==> src/rtl/fsm_intersection_ctrl.sv <==
// Two-road intersection controller with pedestrian crossing: main road rests green,
// side-road and pedestrian requests are latched and served in alternation.
// Optional night flashing mode is enabled with the FSM_NIGHT_FLASH_EN macro.
module fsm_intersection_ctrl #(
    parameter int CNT_W     = 16,
    parameter int T_MIN_GRN = 1500,
    parameter int T_YLW     = 1500,
    parameter int T_AR      = 500,
    parameter int T_SIDE    = 7500,
    parameter int T_WALK    = 5000,
    parameter int T_FLASH   = 500
) (
    input  logic clk,
    input  logic rst,
    input  logic side_car,
    input  logic ped_btn,
`ifdef FSM_NIGHT_FLASH_EN
    input  logic night,
`endif
    output logic main_grn,
    output logic main_ylw,
    output logic main_red,
    output logic side_grn,
    output logic side_ylw,
    output logic side_red,
    output logic walk,
    output logic side_pend,
    output logic ped_pend
);

    localparam longint T_MAX = 64'd1 << CNT_W;
    localparam bit PARAMS_OK =
        (T_MIN_GRN >= 1) && (T_MIN_GRN <= T_MAX) &&
        (T_YLW     >= 1) && (T_YLW     <= T_MAX) &&
        (T_AR      >= 1) && (T_AR      <= T_MAX) &&
        (T_SIDE    >= 1) && (T_SIDE    <= T_MAX) &&
        (T_WALK    >= 1) && (T_WALK    <= T_MAX) &&
        (T_FLASH   >= 1) && (T_FLASH   <= T_MAX);

    generate
        if (!PARAMS_OK) begin : g_param_check
            $error("fsm_intersection_ctrl: phase durations must lie in 1..2**CNT_W");
        end
    endgenerate

    localparam logic [CNT_W-1:0] LD_MIN_GRN = CNT_W'(T_MIN_GRN - 1);
    localparam logic [CNT_W-1:0] LD_YLW     = CNT_W'(T_YLW - 1);
    localparam logic [CNT_W-1:0] LD_AR      = CNT_W'(T_AR - 1);
    localparam logic [CNT_W-1:0] LD_SIDE    = CNT_W'(T_SIDE - 1);
    localparam logic [CNT_W-1:0] LD_WALK    = CNT_W'(T_WALK - 1);
`ifdef FSM_NIGHT_FLASH_EN
    localparam logic [CNT_W-1:0] LD_FLASH   = CNT_W'(T_FLASH - 1);
`endif

    typedef enum logic [2:0] {
        ST_MAIN_GRN = 3'd0,
        ST_MAIN_YLW = 3'd1,
        ST_ALL_RED1 = 3'd2,
        ST_SIDE_GRN = 3'd3,
        ST_SIDE_YLW = 3'd4,
        ST_PED_WALK = 3'd5,
`ifdef FSM_NIGHT_FLASH_EN
        ST_ALL_RED2 = 3'd6,
        ST_FLASH    = 3'd7
`else
        ST_ALL_RED2 = 3'd6
`endif
    } state_t;

    typedef enum logic [1:0] {
        GNT_SIDE  = 2'd0,
        GNT_PED   = 2'd1,
        GNT_NIGHT = 2'd2
    } grant_t;

    state_t           state_q, state_d;
    grant_t           grant_q, grant_d;
    logic             last_side_q, last_side_d;
    logic             side_pend_q, side_pend_d;
    logic             ped_pend_q, ped_pend_d;
    logic [CNT_W-1:0] cnt_q, cnt_d;
    logic [CNT_W-1:0] load_val;
    logic             tmr_done;
    logic             side_eff;
    logic             ped_eff;
`ifdef FSM_NIGHT_FLASH_EN
    logic             flash_on_q, flash_on_d;
`endif

    assign tmr_done = (cnt_q == '0);
    // Requests arriving in the exit cycle still take part in the grant decision.
    assign side_eff = side_pend_q | side_car;
    assign ped_eff  = ped_pend_q | ped_btn;

    always_comb begin
        state_d = state_q;
        grant_d = grant_q;
        unique case (state_q)
            ST_MAIN_GRN: begin
`ifdef FSM_NIGHT_FLASH_EN
                if (night) begin
                    state_d = ST_MAIN_YLW;
                    grant_d = GNT_NIGHT;
                end else
`endif
                if (tmr_done && (side_pend_q || ped_pend_q)) begin
                    state_d = ST_MAIN_YLW;
                    if (side_eff && ped_eff) begin
                        grant_d = last_side_q ? GNT_PED : GNT_SIDE;
                    end else begin
                        grant_d = side_eff ? GNT_SIDE : GNT_PED;
                    end
                end
            end
            ST_MAIN_YLW: if (tmr_done) state_d = ST_ALL_RED1;
            ST_ALL_RED1: begin
                if (tmr_done) begin
                    if (grant_q == GNT_SIDE) begin
                        state_d = ST_SIDE_GRN;
`ifdef FSM_NIGHT_FLASH_EN
                    end else if (grant_q == GNT_NIGHT) begin
                        state_d = ST_FLASH;
`endif
                    end else begin
                        state_d = ST_PED_WALK;
                    end
                end
            end
            ST_SIDE_GRN: if (tmr_done) state_d = ST_SIDE_YLW;
            ST_SIDE_YLW: if (tmr_done) state_d = ST_ALL_RED2;
            ST_PED_WALK: if (tmr_done) state_d = ST_ALL_RED2;
            ST_ALL_RED2: if (tmr_done) state_d = ST_MAIN_GRN;
`ifdef FSM_NIGHT_FLASH_EN
            ST_FLASH:    if (!night) state_d = ST_ALL_RED2;
`endif
            default:     state_d = ST_ALL_RED2;
        endcase
    end

    always_comb begin
        last_side_d = last_side_q;
        side_pend_d = side_pend_q | (side_car && (state_q != ST_SIDE_GRN) && (state_q != ST_SIDE_YLW));
        ped_pend_d  = ped_pend_q | (ped_btn && (state_q != ST_PED_WALK));
        // Clearing on service entry wins over a request in the same cycle.
        if (state_d == ST_SIDE_GRN && state_q != ST_SIDE_GRN) begin
            side_pend_d = 1'b0;
            last_side_d = 1'b1;
        end
        if (state_d == ST_PED_WALK && state_q != ST_PED_WALK) begin
            ped_pend_d  = 1'b0;
            last_side_d = 1'b0;
        end
`ifdef FSM_NIGHT_FLASH_EN
        if (state_q == ST_FLASH || state_d == ST_FLASH) begin
            side_pend_d = 1'b0;
            ped_pend_d  = 1'b0;
        end
`endif
    end

    always_comb begin
        load_val = LD_AR;
        case (state_d)
            ST_MAIN_GRN: load_val = LD_MIN_GRN;
            ST_MAIN_YLW: load_val = LD_YLW;
            ST_SIDE_GRN: load_val = LD_SIDE;
            ST_SIDE_YLW: load_val = LD_YLW;
            ST_PED_WALK: load_val = LD_WALK;
`ifdef FSM_NIGHT_FLASH_EN
            ST_FLASH:    load_val = LD_FLASH;
`endif
            default:     load_val = LD_AR;
        endcase
    end

    always_comb begin
        cnt_d = cnt_q;
`ifdef FSM_NIGHT_FLASH_EN
        flash_on_d = flash_on_q;
`endif
        if (state_d != state_q) begin
            cnt_d = load_val;
`ifdef FSM_NIGHT_FLASH_EN
            flash_on_d = 1'b1;
        end else if (state_q == ST_FLASH && tmr_done) begin
            cnt_d      = LD_FLASH;
            flash_on_d = ~flash_on_q;
`endif
        end else if (!tmr_done) begin
            cnt_d = cnt_q - CNT_W'(1);
        end
    end

    always_ff @(posedge clk) begin
        if (rst) begin
            state_q     <= ST_MAIN_GRN;
            grant_q     <= GNT_SIDE;
            last_side_q <= 1'b0;
            side_pend_q <= 1'b0;
            ped_pend_q  <= 1'b0;
            cnt_q       <= LD_MIN_GRN;
`ifdef FSM_NIGHT_FLASH_EN
            flash_on_q  <= 1'b1;
`endif
        end else begin
            state_q     <= state_d;
            grant_q     <= grant_d;
            last_side_q <= last_side_d;
            side_pend_q <= side_pend_d;
            ped_pend_q  <= ped_pend_d;
            cnt_q       <= cnt_d;
`ifdef FSM_NIGHT_FLASH_EN
            flash_on_q  <= flash_on_d;
`endif
        end
    end

    // Lamps decode the state register only; unknown encodings show all-red.
    always_comb begin
        main_grn = 1'b0;
        main_ylw = 1'b0;
        main_red = 1'b0;
        side_grn = 1'b0;
        side_ylw = 1'b0;
        side_red = 1'b0;
        walk     = 1'b0;
        case (state_q)
            ST_MAIN_GRN: begin main_grn = 1'b1; side_red = 1'b1; end
            ST_MAIN_YLW: begin main_ylw = 1'b1; side_red = 1'b1; end
            ST_SIDE_GRN: begin main_red = 1'b1; side_grn = 1'b1; end
            ST_SIDE_YLW: begin main_red = 1'b1; side_ylw = 1'b1; end
            ST_PED_WALK: begin main_red = 1'b1; side_red = 1'b1; walk = 1'b1; end
`ifdef FSM_NIGHT_FLASH_EN
            ST_FLASH:    begin main_ylw = flash_on_q; side_red = flash_on_q; end
`endif
            default:     begin main_red = 1'b1; side_red = 1'b1; end
        endcase
    end

    assign side_pend = side_pend_q;
    assign ped_pend  = ped_pend_q;

endmodule

==> config.mk <==
export PLATFORM = sky130hd
export DESIGN_NAME = fsm_intersection_ctrl
export DESIGN_NICKNAME = d
export VERILOG_FILES = /design/src/rtl/fsm_intersection_ctrl.sv
export SDC_FILE = /design/constraint.sdc
export NUM_CORES = 1
export LEC_CHECK = 0
export BUFFER_PORTS_ARGS = -buffer_cell sky130_fd_sc_hd__clkbuf_2
export CAP_MARGIN = 5
export CELL_PAD_IN_SITES_DETAIL_PLACEMENT = 0
export CELL_PAD_IN_SITES_GLOBAL_PLACEMENT = 1
export CORE_MARGIN = 8
export CORE_UTILIZATION = 46
export CTS_CLUSTER_SIZE = 10
export DETAILED_ROUTE_END_ITERATION = 8
export PLACE_DENSITY_LB_ADDON = 0.1
export SLEW_MARGIN = 20
export SYNTH_ARGS = -nofsm -noshare
export SYNTH_HDL_FRONTEND = slang
export SYNTH_SLANG_ARGS = --single-unit
==> constraint.sdc <==
create_clock -name clk -period 5.55 [get_ports clk]
set_clock_uncertainty 0.2 [all_clocks]
set_input_delay 0.2775 -clock clk [delete_from_list [all_inputs] [get_ports clk]]
set_output_delay 0.2775 -clock clk [all_outputs]
set_load 0.05 [all_outputs]
# == Word level (Yosys, flattened, before mapping) ==
# Index checks and enable logic that the tools add are counted.
# word_totals
elab_cells,66
out_inout_bits,9
inputBits,4
ff_bits,24
# classes
n_bitwise,4
eq_ne,15
n_mux,21
reduce_logical,19
add_sub_neg,1
# ops
operator,n
$pmux W13 S3,1
$mux W16,2
$mux W3,7
$pmux W3 S6,1
$logic_not A16 Y1,1
$sub A16 B1 Y16 const B,1
$eq A3 B3 Y1 const B,5
$mux W1,10
$reduce_or A2 Y1,5
$eq A3 B2 Y1 const B,3
$logic_and A1 B1 Y1,7
$eq A3 B1 Y1 const B,2
$logic_not A3 Y1,2
$ne A3 B3 Y1 const B,2
$or A1 B1 Y1,4
$ne A3 B2 Y1 const B,1
$ne A3 B3 Y1,1
$reduce_or A3 Y1,1
$logic_not A2 Y1,1
$ne A2 B1 Y1 const B,1
$reduce_and A2 Y1,1
$logic_or A1 B1 Y1,1

# == Logic depth before layout (Yosys ltp) ==
# depth
depth_word,8
mapped_depth,8
ltp_nobuf,7

# == Least setup slack after synthesis ==
# No wires, ideal clock.
# synth_timing
path_kind,reg-to-reg
start,register state_q[2]
end,register cnt_q[6]
synth_period_minus_slack_ns,2.743
n_path_buf,1
setup_slack_ns,2.807
setup_ns,0.117
path_stages_with_launch,7
arrival_time_ns,2.426
path_cell_list,dfxtp_1 clkbuf_1 nor3_1 nand2_1 a21oi_1 nand2b_1 o22a_1
# synth_via
elab_chain_len,7
elab_cells_between_ends,25
cone_classes,12 x eq/ne; 9 x mux; 4 x reduce/logical
# synth_lines
element,line_no,source
"start, declared",76,"state_t state_q, state_d;"
"start signal, assigned",206,state_q <= state_d;
$eq A3 B3 Y1,98,unique case (state_q)
$reduce_or A2 Y1 (no source line),--,
$pmux W3 S6,98,
"$eq A3 B3 Y1, or another cell as far along",163,case (state_d)
$reduce_or A3 Y1 (no source line),--,
$pmux W13 S3,163,
$mux W16,181,if (state_d != state_q) begin
"end signal, assigned",211,cnt_q <= cnt_d;
"end, declared",81,"logic [CNT_W-1:0] cnt_q, cnt_d;"
# Several ways; a longest one is shown, not always the timed one.
# A chain may end at the register's enable or synchronous reset.

# == Worst setup path in the final report ==
# layout_timing
start,register cnt_q[12]
end,register last_side_q
# layout_via
elab_chain_len,7
elab_cells_between_ends,14
cone_classes,2 x eq/ne; 7 x mux; 5 x reduce/logical
# layout_lines
element,line_no,source
$logic_not A16 Y1 *,90,assign tmr_done = (cnt_q == '0);
$logic_and A1 B1 Y1,106,if (tmr_done && (side_pend_q || ped_pend_q)) begin
$mux W3,106,
$pmux W3 S6 *,98,
$eq A3 B3 Y1,149,if (state_d == ST_PED_WALK && state_q != ST_PED_WALK) begin
$logic_and A1 B1 Y1,149,
$reduce_or A2 Y1 (no source line),--,
"end signal, assigned",208,last_side_q <= last_side_d;
"end, declared",78,"logic last_side_q, last_side_d;"
# Every way passes the cells marked *; elsewhere a longest branch is shown, timed or not.

==> metrics.txt <==
status=finished clean; placed cell area=~1400 sq um; Horiz. Die Dim=69.2 um; register bit total from synthesis=23; Reg2Reg Setup Slack=3.17 ns; gr ovfl total=0; routability congestion estimate from global placement=0.833; register area share after synthesis=35.3%; DRT Pass-1 Iters=4; top_reg_cell synth=dfxtp_1; post-synth top area share=a little over a third; Final Hold Vio Count=0; starting density of the core=47.7%; Min-Delay Path Class=in2reg; minimum clock period=2.38 ns; Critical Path Start Type=register; Die Span Y=69.2 um; Crit Path Class=reg2reg; GRT Total Usage=roughly an eighth; CP Data Arrival Time=2.43 ns; Avg Inst Size Synth=around 8 sq um; Final Instance Area=roughly 1400 sq um; core area=between 2000 and 3000 sq um; number of DRC markers in iteration 0=81; Syn Inst Count=165; Routed WL=3110 um; cts hold-fix bufs=0; Final #Nets=between 150 and 200; setup TNS=0 ns; Area growth, synth to finish=8.45%; yosys warns=0; number of H-tree levels=1; most numerous cell in the Yosys netlist=dfxtp_1; area leader, netlist=dfxtp_1; fin crit share=a little over two fifths; site row count=19; global-route wire length before repair=approximately 5300 um; Max VDD drop=0.000160 V; Slew Viols, Final=0; Synth top cells by count=dfxtp_1 (23), nor2_1 (21), a21oi_1 (15), nand2_1 (15), o21ai_0 (11); Port Buffers=12; Ant. Diodes=0; clock buffer depth=2; post-CTS sizing=0; layout cells sized above 1=13.0%; leakage=around 0.55 nW; vias in the first global route=1124; distinct cell type count after synthesis=45; setup violators final=0; CTS Sinks=23; later-pin clock latency in the skew report=roughly 0.32 ns; largest net degree at the start of global routing=17; post-synth net total=170; Max Clk Rate=~420 MHz; Synth area leaders=dfxtp_1 (35%), nor2_1 (6.0%), a21oi_1 (5.8%); worst slew pin tran=around 0.64 ns; Num CTS Buffers=3; Critical Path End Type=register; Antenna Nets Post-Route=0; CP Data Required Time=5.59 ns; Slew HR=between 50% and 60%; RSZ-0062 raised after global routing=no; DP Wirelength=~2400 um; Post-synth ARST share=0%; Setup Buffers After CTS=0; Root Driver=clkbuf_4; Vias/cell=5.82; initial antenna violation count=0; Clock Pin Slew Worst Setup and Hold Paths=0.12 ns; Post-Syn Area=1300 sq um; Pwr Density=a little under 200 nW/um^2; Remaining DRCs=0; Die ar.=between 4000 and 5000 sq um; total of max-cap violations=0; CTS tree=built; Max FO, Critical Path=10; wire length per cell=14.9 um; routed via count=about 1200; Post-synth EDFFs=0; I/O pin total=13
==> registers in the layout (all words and copies together), names as in the netlist <==
signal	cells
last_side_q	1
state_q	3
side_pend	1
ped_pend	1
grant_q	1
cnt_q	16
==> through the flow <==
step / setup WS, ns / instances / util [%] / power (mW) / hold slack [ns]
floorplan: 2.81 / 165 / - / 0.191 / 0.177
global placement: 3.29 / 204 / 50.7 / 0.198 / 0.260
detailed placement: 3.20 / 204 / 50.7 / 0.198 / 0.259
CTS: 3.16 / 208 / 51.7 / 0.277 / 0.0535
global route: 2.95 / 208 / 51.7 / 0.288 / 0.0760
finish: 3.17 / 208 / 51.7 / 0.273 / 0.0641
==> path summary, 6_finish.rpt <==
kind	start	to	cells past startpoint
max	cnt_q[12]	last_side_q	5
min	ped_btn	ped_pend	3
max reg2reg	cnt_q[12]	last_side_q	5
min reg2reg	last_side_q	last_side_q	2
==> cells in the final DEF (no fill, tap or decap), types with 2 or more instances in the layout <==
cell       n
dfxtp_1   23
nor2_1    21
nand2_1   15
a21oi_1   15
clkbuf_2  12
o21ai_0   11
nor3_1     9
inv_1      5
nand3_1    4
xnor2_1    4
nor4_1     3
and2_1     3
or3_1      3
a21o_1     3
mux2i_1    3
xor2_1     3
clkbuf_4   3
or2_2      2
nand2b_1   2
nor2b_1    2
or2_1      2
nand4_1    2
nor3b_1    2
o211ai_1   2
o31ai_1    2
==> routing by layer <==
| layer | wire [um] | share of wire, % | vias to the layer above | GRT usage (%) |
|---|---|---|---|---|
| met3 | 152 | 4.9 | 5 | 3.43 |
| met5 | 0 | 0 | - | 0 |
| met4 | 29 | 0.93 | 0 | 2.96 |
| met1 | 1540 | 49 | 560 | 17.4 |
| li1 | - | - | 620 | - |
| met2 | 1390 | 45 | 25 | 19.8 |
==> kinds of logic (layout without fill, tap and decap cells) <==
logic type / after synthesis / after routing / share of synthesized area (%)
muxes: 4 / 4 / 3.17
xor gates and xnor gates: 7 / 7 / 4.70
adders and majority gates: 1 / 1 / 0.960
AOI/OAI and AO/OA: 42 / 42 / 20.7
and+or+nand+nor: 79 / 79 / 32.4
buffers and inverters: 9 / 21 / 2.69
DFF: 23 / 23 / 35.3
==> worst max-delay path, stage by stage (launching register included) <==
cell and delay (ns):
dfxtp_1 0.39, nor4_1 0.60, and4_1 0.52, nand2_1 0.19
or2_0 0.27, a21oi_1 0.15
==> layout make-up <==
cell class                      count  area [sq um]
Clock inverter                      1          5.00
Timing Repair Buffer               12          60.1
Multi-Input combinational cell    133           808
Fill cell                         277          1320
Clock buffer                        3          22.5
Inverter                            5          18.8
Tap cell                           31          38.8
Sequential cell                    23           460
==> power by group <==
part / internal [mW] / switching, mW
clock network: 0.0270 / 0.0518
logic: 0.00807 / 0.0140
registers: 0.168 / 0.00379
No activity file was read; power rests on OpenSTA's default activity.
